<file path="config.mk">
export PLATFORM = sky130hd
export DESIGN_NAME = bus_timer
export DESIGN_NICKNAME = d
export VERILOG_FILES = /design/src/rtl/bus_timer.sv
export SDC_FILE = /design/constraint.sdc
export NUM_CORES = 1
export LEC_CHECK = 0
export ABC_AREA = 1
export CAP_MARGIN = 0
export CORE_ASPECT_RATIO = 1.1
export CORE_MARGIN = 2
export CORE_UTILIZATION = 30
export CTS_BUF_LIST = sky130_fd_sc_hd__clkbuf_4
export DETAILED_ROUTE_END_ITERATION = 12
export PLACE_DENSITY = 0.46
export SLEW_MARGIN = 5
export SYNTH_ARGS = -nofsm -noshare
export SYNTH_HDL_FRONTEND = slang
export SYNTH_SLANG_ARGS = --single-unit
export TNS_END_PERCENT = 5
</file>
<file path="constraint.sdc">
create_clock -name clk -period 1.98 [get_ports clk]
set_input_delay 0.297 -clock clk [delete_from_list [all_inputs] [get_ports clk]]
set_output_delay 0.297 -clock clk [all_outputs]
set_load 0.05 [all_outputs]
</file>
<file path="src/rtl/bus_timer.sv">
// Memory-mapped 16-bit interval timer with prescaler, terminal-count flag and irq.
// Define BUS_TIMER_WAIT_EN to insert one wait-stated cycle (RD_WAIT) into every read.
module bus_timer #(
    parameter int unsigned PRESCALE_W = 8,
    parameter bit          IRQ_LEVEL  = 1'b1
) (
    input  logic       clk,
    input  logic       arst_n,
    input  logic       cs_n,
    input  logic       rd_n,
    input  logic       wr_n,
    input  logic [2:0] addr,
    input  logic [7:0] data_in,
    output logic [7:0] data_out,
    output logic       data_oe,
    output logic       wait_req,
    output logic       irq
);

    localparam int unsigned CNT_W  = 16;
    localparam int unsigned CTRL_W = 3;

    localparam logic [1:0] S_IDLE     = 2'd0;
    localparam logic [1:0] S_RD_WAIT  = 2'd1;
    localparam logic [1:0] S_RD_DRIVE = 2'd2;
    localparam logic [1:0] S_WR_DONE  = 2'd3;

    localparam logic [2:0] A_CTRL   = 3'd0;
    localparam logic [2:0] A_STATUS = 3'd1;
    localparam logic [2:0] A_RLD_LO = 3'd2;
    localparam logic [2:0] A_RLD_HI = 3'd3;
    localparam logic [2:0] A_CNT_LO = 3'd4;
    localparam logic [2:0] A_CNT_HI = 3'd5;
    localparam logic [2:0] A_PRESC  = 3'd6;

    logic [1:0]            state_q,    state_d;
    logic [CTRL_W-1:0]     ctrl_q,     ctrl_d;
    logic                  tc_q,       tc_d;
    logic [CNT_W-1:0]      rld_q,      rld_d;
    logic [CNT_W-1:0]      cnt_q,      cnt_d;
    logic                  expired_q,  expired_d;
    logic [7:0]            latch_q,    latch_d;
    logic [PRESCALE_W-1:0] presc_q,    presc_d;
    logic [PRESCALE_W-1:0] pcnt_q,     pcnt_d;
    logic [7:0]            data_out_q, data_out_d;
    logic                  data_oe_q,  data_oe_d;
    logic                  wait_req_q, wait_req_d;
    logic                  irq_q,      irq_d;

    logic             rd_start;
    logic             wr_commit;
    logic             en_rise;
    logic             tc_clr;
    logic             tick;
    logic             tc_set;
    logic             en_clr;
    logic [CNT_W-1:0] eff;
    logic [7:0]       rd_data_c;

    // Strobe decode: accesses start only from IDLE, read wins over a simultaneous write
    assign rd_start  = (state_q == S_IDLE) && !cs_n && !rd_n;
    assign wr_commit = (state_q == S_IDLE) && !cs_n && !wr_n && rd_n;
    assign en_rise   = wr_commit && (addr == A_CTRL) && data_in[0] && !ctrl_q[0];
    assign tc_clr    = wr_commit && (addr == A_STATUS) && data_in[0];
    assign tick      = ctrl_q[0] && (pcnt_q >= presc_q);

    // Bus FSM next state
    always_comb begin
        state_d = state_q;
        case (state_q)
            S_IDLE: begin
                if (rd_start) begin
`ifdef BUS_TIMER_WAIT_EN
                    state_d = S_RD_WAIT;
`else
                    state_d = S_RD_DRIVE;
`endif
                end else if (wr_commit) begin
                    state_d = S_WR_DONE;
                end
            end
            S_RD_WAIT:  state_d = S_RD_DRIVE;
            S_RD_DRIVE: if (cs_n || rd_n) state_d = S_IDLE;
            S_WR_DONE:  if (cs_n || wr_n) state_d = S_IDLE;
            default:    state_d = S_IDLE;
        endcase
    end

    // Read data mux
    always_comb begin
        rd_data_c = 8'h00;
        case (addr)
            A_CTRL:   rd_data_c = {5'd0, ctrl_q};
            A_STATUS: rd_data_c = {7'd0, tc_q};
            A_RLD_LO: rd_data_c = rld_q[7:0];
            A_RLD_HI: rd_data_c = rld_q[15:8];
            A_CNT_LO: rd_data_c = cnt_q[7:0];
            A_CNT_HI: rd_data_c = latch_q;
            A_PRESC:  rd_data_c = 8'(presc_q);
            default:  rd_data_c = 8'h00;
        endcase
    end

    // Bus-side outputs and the CNT_HI snapshot, taken on the same edge as CNT_LO
    always_comb begin
        data_out_d = data_out_q;
        latch_d    = latch_q;
        if (rd_start) begin
            data_out_d = rd_data_c;
            if (addr == A_CNT_LO) latch_d = cnt_q[15:8];
        end
        data_oe_d = (state_d == S_RD_DRIVE);
`ifdef BUS_TIMER_WAIT_EN
        wait_req_d = (state_d == S_RD_WAIT);
`else
        wait_req_d = 1'b0;
`endif
    end

    // Prescaler and down-counter; eff is the value being stepped this tick
    always_comb begin
        cnt_d     = cnt_q;
        expired_d = expired_q;
        pcnt_d    = pcnt_q;
        tc_set    = 1'b0;
        en_clr    = 1'b0;
        eff       = cnt_q;
        if (en_rise) begin
            cnt_d     = rld_q;
            expired_d = 1'b0;
            pcnt_d    = {PRESCALE_W{1'b0}};
        end else if (ctrl_q[0]) begin
            pcnt_d = tick ? {PRESCALE_W{1'b0}} : pcnt_q + PRESCALE_W'(1);
            if (tick) begin
                if (expired_q && !ctrl_q[1]) begin
                    en_clr = 1'b1;
                end else begin
                    // A periodic reload tick also counts as the first step of the new period
                    eff = expired_q ? rld_q : cnt_q;
                    if (eff == 16'd1) begin
                        cnt_d     = 16'd0;
                        expired_d = 1'b1;
                        tc_set    = 1'b1;
                    end else begin
                        cnt_d     = eff - 16'd1;
                        expired_d = 1'b0;
                        // A zero load flags TC on its first tick, then runs a full 65536 span
                        if ((eff == 16'd0) && !expired_q) tc_set = 1'b1;
                    end
                end
            end
        end
    end

    // Register file writes
    always_comb begin
        ctrl_d  = ctrl_q;
        rld_d   = rld_q;
        presc_d = presc_q;
        if (en_clr) ctrl_d[0] = 1'b0;
        if (wr_commit) begin
            case (addr)
                A_CTRL:   ctrl_d      = data_in[2:0];
                A_RLD_LO: rld_d[7:0]  = data_in;
                A_RLD_HI: rld_d[15:8] = data_in;
                A_PRESC:  presc_d     = PRESCALE_W'(data_in);
                default:  ;
            endcase
        end
    end

    // Terminal-count flag (set beats clear) and interrupt
    always_comb begin
        tc_d = tc_q;
        if (tc_clr) tc_d = 1'b0;
        if (tc_set) tc_d = 1'b1;
        if (IRQ_LEVEL) irq_d = tc_d && ctrl_d[2];
        else           irq_d = tc_d && !tc_q && ctrl_d[2];
    end

    always_ff @(posedge clk or negedge arst_n) begin
        if (!arst_n) begin
            state_q    <= S_IDLE;
            ctrl_q     <= '0;
            tc_q       <= 1'b0;
            rld_q      <= '0;
            cnt_q      <= '0;
            expired_q  <= 1'b0;
            latch_q    <= '0;
            presc_q    <= '0;
            pcnt_q     <= '0;
            data_out_q <= '0;
            data_oe_q  <= 1'b0;
            wait_req_q <= 1'b0;
            irq_q      <= 1'b0;
        end else begin
            state_q    <= state_d;
            ctrl_q     <= ctrl_d;
            tc_q       <= tc_d;
            rld_q      <= rld_d;
            cnt_q      <= cnt_d;
            expired_q  <= expired_d;
            latch_q    <= latch_d;
            presc_q    <= presc_d;
            pcnt_q     <= pcnt_d;
            data_out_q <= data_out_d;
            data_oe_q  <= data_oe_d;
            wait_req_q <= wait_req_d;
            irq_q      <= irq_d;
        end
    end

    assign data_out = data_out_q;
    assign data_oe  = data_oe_q;
    assign wait_req = wait_req_q;
    assign irq      = irq_q;

endmodule
</file>
Yosys cells after proc, flatten, opt, wreduce, memory -nomap -nowiden
Cells that the tools add are included.
{ "word_totals": {"n_memories": 0, "register_bits": 73, "rom_bits": 0, "wordCells": 96, "mem_bits_rw": 0, "latch_bits": 0, "in_bits": 16, "out_inout_bits": 11} }
{ "classes": {"order_cmp": 1, "bitwise": 0, "n_shift": 0, "addsub": 2, "reduce_logical": 32, "n_eq_ne": 12, "mux": 35, "n_div": 0, "mul": 0} }
{ "ops": {"columns": ["op", "count"], "rows": [
  ["16-bit two-way mux", 6],
  ["8-bit one-hot mux with 7 select lines", 1],
  ["8-bit two-way mux", 3],
  ["1-bit two-way mux", 18],
  ["16-bit by 1-bit == test with 1-bit output, second input constant", 1],
  ["16-bit logical NOT", 1],
  ["16-bit by 1-bit subtractor with 16-bit output, second input constant", 1],
  ["1-bit logical AND", 13],
  ["2-bit AND reduction", 5],
  ["3-bit == test, second input constant", 3],
  ["8-bit by 1-bit adder with 8-bit output, second input constant", 1],
  ["8-bit greater-or-equal comparator", 1],
  ["2-bit two-way mux", 4],
  ["2-bit one-hot mux with 4 select lines", 1],
  ["2-bit == test, second input constant", 3],
  ["3-bit by 2-bit == test with 1-bit output, second input constant", 2],
  ["1-bit logical NOT", 6],
  ["3-bit two-way mux", 2],
  ["2-bit nonzero test", 2],
  ["3-bit by 1-bit == test with 1-bit output, second input constant", 1],
  ["3-bit logical NOT", 1],
  ["3-bit AND reduction", 1],
  ["2-bit by 1-bit == test with 1-bit output, second input constant", 1],
  ["2-bit logical NOT", 1],
  ["2 further kinds", 3]
]} }

Depth between registers and ports, before layout
{ "depth": {"ltp_word": 12, "depth_mapped": 16, "depth_no_buf": 14} }

Worst setup path after synthesis
OpenSTA, ideal clock, no wires.
{ "synth_path": {"kind": "flip-flop to flip-flop", "start": "reg expired_q", "end": "reg cnt_q[14]", "stages_incl_launch_ff": 14, "t_arrival_ns": 1.681, "t_required_ns": 1.864, "path_buffers": 2, "setup_time_ns": 0.116, "path_slack_ns": 0.182, "synth_period_minus_slack_ns": 1.798, "path_cell_list": "dfrtp_1 -> buf_6 -> inv_4 -> buf_4 -> nand2_1 -> nand2_1 -> ha_1 -> nand3_1 -> nor2_1 -> nand4_1 -> nand3_1 -> nand2_1 -> nand2_1 -> nand2_1"} }
{ "synth_via": {"elab_chain_len": 7, "elab_cells_between_ends": 11, "cone_classes": "1 x add/sub; 2 x eq/ne; 6 x mux; 2 x reduce/logical"} }
{ "synth_lines": {"columns": ["element", "line_no", "rtl"], "rows": [
  ["start, declared", "41", "logic expired_q, expired_d;"],
  ["start signal, assigned", "202", "expired_q <= expired_d;"],
  ["16-bit two-way mux", "139", "eff = expired_q ? rld_q : cnt_q;"],
  ["16-bit by 1-bit subtractor with 16-bit output / 16-bit by 1-bit == test with 1-bit output (equally long branches)", "145, 140", null],
  ["16-bit two-way mux", "140", "if (eff == 16'd1) begin"],
  ["16-bit two-way mux", "135", "if (expired_q && !ctrl_q[1]) begin"],
  ["16-bit two-way mux", "134", "if (tick) begin"],
  ["16-bit two-way mux", "132", "end else if (ctrl_q[0]) begin"],
  ["16-bit two-way mux", "128", "if (en_rise) begin"],
  ["end signal, assigned", "201", "cnt_q <= cnt_d;"],
  ["end, declared", "40", "logic [CNT_W-1:0] cnt_q, cnt_d;"]
]} }
Several ways; a longest one is shown, not always the timed one. The select of a mux whose other input is x is not followed.
A chain may end at the register's enable or synchronous reset.

Worst setup path in the final report
{ "layout_path": {"start": "reg data_oe_q, in the netlist data_oe", "end": "out data_oe"} }
{ "layout_rtl": {"columns": ["element", "line_no", "rtl"], "rows": [
  ["start, declared", "46", "logic data_oe_q, data_oe_d;"],
  ["start signal, assigned", "207", "data_oe_q <= data_oe_d;"],
  ["end, declared", "15", "output logic data_oe,"]
]} }
No word-level cell between the ends.

==> summary.txt <==
Status -> complete, no violations
CP cell instances -> clkdlybuf4s50_1
Worst Skew -> 0.0210 ns
WL final -> 14.0 mm
Hpwl dp -> 10.9 mm
Crit path buffers/inverters -> 1
M3 GR Usage -> 2.54%
Period utilisation layout -> 95.8%
Vias in the first global route -> 4,239
Mapped Cells -> 629
Largest cells by area after synthesis -> dfrtp_1 (41%), nand2_1 (20%), inv_1 (5.6%)
Setup ws final -> 0.0833 ns
DRT Pass-1 Iters -> 6
Gr busiest metal -> met2
Die Y -> 132 µm
Crit path launch type -> flop
Clock sink count -> 73
Most frequent cells in the layout -> nand2_1 (233), dfrtp_1 (72), inv_1 (65)
Crit path DAT -> 1.60 ns
Register area share after synthesis -> 40.6%
Clock Pin Slew Worst Setup and Hold Paths -> 0.14 ns
Max incr delay on CP -> 0.79 ns
Crit end category -> primary output
Clock root buffer -> clkbuf_4
Yosys top cell area share -> 40.6%
Worst path top cell family by delay -> buffers and inverters
Max transition margin -> 66.2%
RSZ-0062 raised after global routing -> yes
CTS buffer count -> 9
Share of cells above drive strength 1 -> 17.3%
Met1 Resource Use GR -> 25.4%
Crit path required time -> 1.68 ns
Cell area after synthesis -> 4500 µm²
TritonCTS clock tree -> done
Most common cell after layout, fill and taps aside -> nand2_1
Largest net degree at the start of global routing -> 52
Final setup vio count -> 0
Row cnt -> 46
Worst Hold Class -> input port to asynchronous set/reset pin
Max Slew Vio Count -> 0
Total grt overflow -> 0
RePlAce Congestion -> 0.859
Slew of the pin with the lowest slew margin -> 0.506 ns
DIE AREA -> 16,000 µm²
Fin cells -> 910
PD cells -> 1290 nW/µm²
Antenna violations before repair -> 1
Cells after DPL -> 890
Synth warnings -> 0
Critical path type -> flop to primary output
Antenna-violating nets left -> 0
Leak pwr -> 2.91 nW
Maximum VDD drop -> 0.000406 V
Worst skew pair latency -> 0.47 ns
Wire length per cell -> 15.4 µm
First-pass GRT wire length -> 22.8 mm
Max Freq -> 527 MHz
Vias per Instance -> 4.71
Final hold vios -> 0
Die Width -> 121 µm
Final Critical Period -> 1.90 ns
Pre-CTS WS -> -0.0354 ns
Initial core utilization -> 30.9%
Area leader, netlist -> dfrtp_1
# DRC -> 0
Core area -> 14,600 µm²
GRT Util Overall -> 18.5%
Crit Path Max Fanout -> 1
Max-cap violations -> 0
Cell variety after synth -> 35
Vias -> 4,288
Critical path's slowest cell -> clkdlybuf4s50_1
Area Overhead vs Synth -> 25.0%
CTS max path bufs -> 2
Synth Area per Inst -> 7.16 µm²
First-iteration detailed-routing DRC count -> 407
I/O Buffers -> 25
Fill cells -> 1,520
# IOs -> 27
H-tree levels -> 3
GR met2 Demand/Resource -> 29.1%
Syn Nets -> 657
Nets -> 740
Synthesized flop and latch total -> 73
-- kinds of logic after synthesis --
group | share of synthesized area, %
AND/OR/NAND/NOR | 32.6
AO/OA/AOI/OAI | 12.1
buffers and inverters | 9.09
flip-flops | 40.6
adder cells (fa/ha/maj) | 3.34
XOR/XNOR | 1.95
other | 0.0833
multiplexers | 0.250
-- layout make-up --
class | instances | area, µm² | area share, %
Inverter | 73 | 279 | 4.96
Clock buffer | 9 | 67.6 | 1.20
Timing Repair Buffer | 89 | 810 | 14.4
Multi-Input combinational cell | 466 | 2320 | 41.2
Tap cell | 192 | 240 | 4.27
Sequential cell | 73 | 1830 | 32.5
Antenna cell | 1 | 2.50 | 0.0445
Clock inverter | 7 | 83.8 | 1.49
-- report_power, final --
group | total, mW | internal [mW] | switching [mW] | leakage, nW
Combinational | 3.93 | 1.53 | 2.40 | 1.96
Sequential | 2.28 | 1.92 | 0.355 | 0.875
Clock | 1.06 | 0.410 | 0.646 | 0.0799
-- sequential cells by signal (all words and copies together), names as in the netlist --
signal,flops
cnt_q,16
ctrl_q,3
data_oe,1
data_out,8
expired_q,1
irq,1
latch_q,8
pcnt_q,8
presc_q,8
rld_q,16
state_q,2
tc_q,1
-- worst paths after layout --
| path | cells past startpoint | slack [ns] | startpoint | end |
|---|---|---|---|---|
| max | 1 | 0.08 | data_oe$_DFF_PN0_ | data_oe |
| min in group clk | 3 | 0.48 | data_in[4] | presc_q[4]$_DFFE_PN0P_ |
| min | 2 | 0.25 | arst_n | latch_q[6]$_DFFE_PN0P_ |
| min reg2reg | 2 | 0.49 | data_out[0]$_DFFE_PN0P_ | data_out[0]$_DFFE_PN0P_ |
| max reg2reg | 12 | 0.15 | expired_q$_DFFE_PN0P_ | cnt_q[2]$_DFFE_PN0P_ |
| max in group asynchronous | 3 | 1.11 | arst_n | expired_q$_DFFE_PN0P_ |
-- Yosys cell counts, drive strengths merged --
cell type and instances:
nand2 245, dfrtp 73, inv 73, o21ai 59, nor2 55, nand3 27, a21oi 16, buf 15
o22ai 15, ha 12, xor2 10, nand4 6, nor3 6, o221ai 6, clkbuf 2, nor4 2
o31ai 2, a31oi 1, and2 1, and3 1, conb 1, mux2 1
-- what timing repair did --
| action | in CTS | in global routing |
|---|---|---|
| setup buffers | 0 | 2 |
| pin swaps | 0 | 3 |
| endpoints found under the hold margin | 22 | 0 |
| hold buffers | 1 | 0 |
| resized for setup | 5 | 27 |
| setup endpoints to repair | 17 | 27 |
-- through the flow --
stage	util (%)	power (mW)	TNS, ns	hold slack (ns)	cell area (µm²)
after floorplan	-	4.67	0	0.00141	4500
after global placement	36.9	6.06	-0.0629	0.226	5380
after detailed placement	36.9	6.10	-0.0870	0.228	5380
after CTS	38.0	7.18	0	0.233	5540
after global routing	38.6	7.97	-0.0562	0.241	5630
final	38.6	7.27	0	0.254	5630
-- routing by layer --
metal,vias to the layer above,share of wire (%)
met1,1979,48
met2,102,46
li1,2184,-
met5,-,0
met4,0,2.8
met3,23,3.2
(Power assumes the default switching activity.)
